`src/rtl/fetch_unit.sv`:
```
// Instruction fetch stage: PC register, credit-limited request issue (two in flight),
// in-order tag queue, 2-entry decode FIFO, and redirect flush with stale-response drop.
module fetch_unit #(
    parameter logic [31:0] RESET_PC = 32'h0000_0000
) (
    input  logic        clk,
    input  logic        rst,

    output logic        imem_req_valid,
    input  logic        imem_req_ready,
    output logic [31:0] imem_req_addr,
    input  logic        imem_rsp_valid,
    input  logic [31:0] imem_rsp_data,

    input  logic        redirect_valid,
    input  logic [31:0] redirect_pc,

    output logic        id_valid,
    input  logic        id_ready,
    output logic [31:0] id_instr,
    output logic [31:0] id_pc,
    output logic [31:0] id_pc_plus4,
    output logic [6:0]  id_opcode,
    output logic [2:0]  id_func3,
    output logic [6:0]  id_func7
);

    logic [31:0] pc;
    logic [1:0]  inflight;
    logic [1:0]  drop;
    logic [1:0]  count;

    logic [31:0] tag_q [2];
    logic        tag_wr;
    logic        tag_rd;

    logic [31:0] fifo_instr [2];
    logic [31:0] fifo_pc    [2];
    logic        wr_ptr;
    logic        rd_ptr;

    logic        pop;
    logic        req_fire;
    logic        push;
    logic [2:0]  credit_used;
    logic [31:0] head_instr;
    logic [31:0] head_pc;

    // Outstanding requests (stale ones included) plus buffered words may not exceed two,
    // which is what guarantees every kept response a FIFO slot.
    assign pop         = id_valid & id_ready;
    assign credit_used = {1'b0, inflight} + {1'b0, count} - {2'b00, pop};
    assign req_fire    = imem_req_valid & imem_req_ready;
    assign push        = imem_rsp_valid & (drop == 2'd0) & ~redirect_valid;

    assign imem_req_valid = ~rst & ~redirect_valid & (credit_used < 3'd2);
    assign imem_req_addr  = pc;

    // NOTE: sequential state uses non-blocking assignments so every register samples
    // pre-edge values regardless of statement order.
    always_ff @(posedge clk) begin
        if (rst) begin
            pc       <= RESET_PC;
            inflight <= 2'd0;
            drop     <= 2'd0;
            count    <= 2'd0;
            wr_ptr   <= 1'b0;
            rd_ptr   <= 1'b0;
            tag_wr   <= 1'b0;
            tag_rd   <= 1'b0;
        end else begin
            inflight <= inflight + {1'b0, req_fire} - {1'b0, imem_rsp_valid};
            if (req_fire) begin
                tag_wr <= ~tag_wr;
            end
            if (imem_rsp_valid) begin
                tag_rd <= ~tag_rd;
            end

            if (redirect_valid) begin
                // Everything still outstanding after this edge belongs to the old stream.
                pc     <= redirect_pc & 32'hFFFF_FFFC;
                drop   <= inflight - {1'b0, imem_rsp_valid};
                count  <= 2'd0;
                wr_ptr <= 1'b0;
                rd_ptr <= 1'b0;
            end else begin
                if (req_fire) begin
                    pc <= pc + 32'd4;
                end
                if (imem_rsp_valid && drop != 2'd0) begin
                    drop <= drop - 2'd1;
                end
                if (push) begin
                    wr_ptr <= ~wr_ptr;
                end
                if (pop) begin
                    rd_ptr <= ~rd_ptr;
                end
                count <= count + {1'b0, push} - {1'b0, pop};
            end
        end
    end

    // NOTE: storage arrays carry no reset; validity is tracked by the counters and pointers,
    // so stale contents are never observed.
    always_ff @(posedge clk) begin
        if (req_fire) begin
            tag_q[tag_wr] <= pc;
        end
        if (push) begin
            fifo_instr[wr_ptr] <= imem_rsp_data;
            fifo_pc[wr_ptr]    <= tag_q[tag_rd];
        end
    end

    assign head_instr = fifo_instr[rd_ptr];
    assign head_pc    = fifo_pc[rd_ptr];

    // NOTE: every output gets a default before the conditional so no latch is inferred.
    always_comb begin
        id_valid    = (count != 2'd0);
        id_instr    = 32'd0;
        id_pc       = 32'd0;
        id_pc_plus4 = 32'd0;
        if (id_valid) begin
            id_instr    = head_instr;
            id_pc       = head_pc;
            id_pc_plus4 = head_pc + 32'd4;
        end
        // Idle slot decodes as opcode 0 so the control unit falls to its default.
        id_opcode = id_instr[6:0];
        id_func3  = id_instr[14:12];
        id_func7  = id_instr[31:25];
    end

endmodule

```
`config.mk`:
```
export PLATFORM = sky130hd
export DESIGN_NAME = fetch_unit
export DESIGN_NICKNAME = d
export VERILOG_FILES = /design/src/rtl/fetch_unit.sv
export SDC_FILE = /design/constraint.sdc
export NUM_CORES = 1
export LEC_CHECK = 0
export ABC_AREA = 1
export BUFFER_PORTS_ARGS = -buffer_cell sky130_fd_sc_hd__clkbuf_2
export CAP_MARGIN = 20
export CORE_UTILIZATION = 34
export CTS_CLUSTER_DIAMETER = 60
export DETAILED_ROUTE_END_ITERATION = 8
export PLACE_DENSITY = 0.58
export SYNTH_ARGS = -nofsm -noshare
export SYNTH_HDL_FRONTEND = slang
export SYNTH_SLANG_ARGS = --single-unit
```
`constraint.sdc`:
```
create_clock -name clk -period 6 [get_ports clk]
set_input_delay 0.6 -clock clk [delete_from_list [all_inputs] [get_ports clk]]
set_output_delay 0.6 -clock clk [all_outputs]
set_load 0.02 [all_outputs]
```
==> results.md <==
- Synth async-reset ratio: 0%
- Distinct cells, synth: 37
- Clk pwr share: 41.7%
- Critical-path cell list: nor2_4, inv_1, nand2_1, inv_1, nand2_1, o21ai_0, nand2_1, fa_1, inv_1, nand2_1, nand2_1, nand4_1, nand2_1, inv_2, nand2_1, o211ai_1, nand2_1, inv_1
- Placer Congestion: 0.8911
- Residual DRC: 0
- Final period util: 66.13%
- Setup bufs post-CTS: 0
- Required @ worst endpoint: 6.41 ns
- Switching Fraction: 24.47%
- Fin area: 13030 um2
- Overall routing resource usage: 16.01%
- Combinational fraction of design power: 10.5%
- Ys flop type: edfxtp_1
- Synth Instances: 1182
- ANT nets after route: 0
- Arrival @ worst endpoint: 4.38 ns
- First-pass GRT wire length: 42060 um
- Clock Pin Slew Worst Setup and Hold Paths: 0.06 ns
- Routed vias/inst: 4.639
- Most frequent CP cell: nand2_1
- Post-CTS Resized: 0
- CP max-delay cell: nand2_1
- Internal: 2.853 mW
- Drt pass-1 iters: 5
- Psw: 0.9245 mW
- Slew @ Worst Pin: 0.8477 ns
- WL per Instance: 14.67 um
- Largest net degree at the start of global routing: 78
- Num CTS Buffers: 26
- Layout cells sized above 1: 24.21%
- Setup Crit Path Kind: register to register
- TritonCTS clock tree: done
- Area growth syn-to-layout: 19.83%
- Min Clock Period, post-route: 3.968 ns
- Pwr/cell area: 290.0 nW/um2
- Normalized max-slew margin: 43.49%
- CTS sink count: 226
- Hold Crit Class: primary input to register
- Initial core utilization: 34.54%
- RSZ-0062 raised after global routing: false
- Antenna violations before repair: 0
- Worst Setup End Kind: register
- Final net count: 1451
- Status: complete, no violations
- Register area share after synthesis: 58.56%
- Ys Warns: 0
- Worst-path maximum fanout: 17
- Hold Fails Final Rpt: 0
- Cts hold-fix bufs: 0
- Share of power burned in registers: 47.8%
- Die Wd: 180.8 um
- Fin cells: 1790
- Achievable frequency: 0.2520 GHz
- TNS Setup: 0 ns
- CTS Root Cell: clkbuf_16
- Routed WL: 26260 um
- Total gr overflow: 0
- # rows: 65
- # IOs: 217
- Clock Skew: 0.02008 ns
- # setup viols final: 0
- CTS Buffer Depth: 3
- Pleak: 5.501 nW
- Die ar.: 32690 um2
- Element type at the critical path start: register
- Core Area: 31470 um2
- Avg Inst Size Synth: 9.198 um2
- R2R cell count: 18
- Initial DRC count: 472
- Number of global-route vias before repair: 7771
- Max-capacitance violation count: 0
- Cell area after placement: 12170 um2
- Worst-skew pair later-pin latency: 0.52 ns
- Worst hold slack: 0.2743 ns
- EDFF count, synth: 184
- Cell Area, Synth: 10870 um2
- Vias: 8303
- Flops & latches, synth: 226
- Die Y: 180.8 um
- Crit-path max cell delay: 0.68 ns
- Number of port buffers: 208
- CTS HTree Levels: 1
- Number of antenna diodes: 0
- Placed insts: 1746
- Worst vdd ir: 0.0001609 V
- Hold Path Depth: 1
- Detailed placement HPWL: 18270 um
- Slew Viols, Final: 0
-- flip-flops by register name, indices dropped and copies added, names as in the netlist, named ones only --
register	flops
count	2
drop	2
fifo_instr	64
fifo_pc	60
imem_req_addr	30
inflight	2
rd_ptr	1
tag_q	60
tag_rd	1
tag_wr	1
wr_ptr	1
-- power by group through the flow --
stage | Clock, mW | Sequential (mW) | Combinational [mW]
6_report | 1.57 | 1.81 | 0.397
5_1_grt | 1.68 | 1.81 | 0.444
4_1_cts | 1.61 | 1.81 | 0.402
3_5_place_dp | 0 | 1.84 | 0.399
3_3_place_gp | 0 | 1.84 | 0.394
2_1_floorplan | 0 | 1.84 | 0.261
-- metal layers --
metal / share of wire (%) / track usage [%]
met4: 2.0 / 3.624
met2: 43 / 24.32
met5: 0 / 0
met3: 5.7 / 2.419
met1: 49 / 23.89
-- path summary, 6_finish.rpt --
path                                   startpoint           endpoint  slack (ns)
worst max-delay path                     count[0]   imem_req_addr[7]        2.03
worst max register to register           count[0]   imem_req_addr[7]        2.03
worst min-delay path            imem_rsp_data[17]  fifo_instr[1][17]        0.27
worst min register to register             rd_ptr             rd_ptr        0.46
-- metrics by stage --
| stage | setup WS [ns] | power [mW] | utilization (%) |
|---|---|---|---|
| after detailed placement | 1.945 | 2.238 | 38.68 |
| final | 2.032 | 3.778 | 41.39 |
| after CTS | 1.948 | 3.821 | 41.39 |
| after global routing | 1.504 | 3.937 | 41.39 |
| after floorplan | 1.623 | 2.102 | - |
| after global placement | 2.013 | 2.230 | 38.68 |
-- final cells by class --
class                           instances  area [um2]
Tap cell                              402       503.0
Multi-Input combinational cell        775        3712
Clock inverter                         11       146.4
Inverter                              125       474.2
Clock buffer                           33       708.2
Fill cell                            3136       18450
Sequential cell                       226        6367
Timing Repair Buffer                  218        1116
-- synth_stat cells (5+ instances only) --
cell	n	area, um2
nand2_1	363	1363
edfxtp_1	184	5525
nor2_1	133	499.2
inv_1	122	457.9
a21oi_1	66	330.3
nand3_1	47	235.2
dfxtp_1	42	840.8
o21ai_0	38	190.2
mux2_2	30	337.8
buf_4	25	187.7
nand2_2	25	156.4
clkbuf_1	20	75.07
xor2_1	15	131.4
nor2_2	11	68.82
ha_1	8	100.1
buf_2	6	30.03
nor3_1	6	30.03
buf_1	5	18.77
nand4_1	5	31.28
xnor2_1	5	43.79
-- cell families (layout without fill, tap and decap cells) --
family | after synthesis | count (layout) | synth area share [%]
adder cells (fa/ha/maj) | 9 | 9 | 1.105
multiplexers | 30 | 30 | 3.107
AO/OA/AOI/OAI | 113 | 113 | 5.329
flip-flops | 226 | 226 | 58.56
buffers and inverters | 186 | 387 | 7.722
AND/OR/NAND/NOR | 597 | 597 | 22.53
other | 1 | 6 | 0.03449
XOR/XNOR | 20 | 20 | 1.611
-- cell usage in the layout, fill, tap and decap left out, drive strengths merged, types with 8 or more instances in the layout --
master	count
a21oi	66
buf	10
clkbuf	241
dfxtp	42
edfxtp	184
ha	8
inv	127
mux2	30
nand2	388
nand3	48
nor2	146
o21ai	40
xor2	15
-- critical path, delay by kind of cell, from the launching register on --
kind                     cells  cell delay, ns
buffers and inverters        5            0.99
AND/OR/NAND/NOR             10            1.91
adder cells (fa/ha/maj)      1            0.38
AO/OA/AOI/OAI                2            0.15
flip-flops                   1            0.40
(Power assumes the default switching activity.)
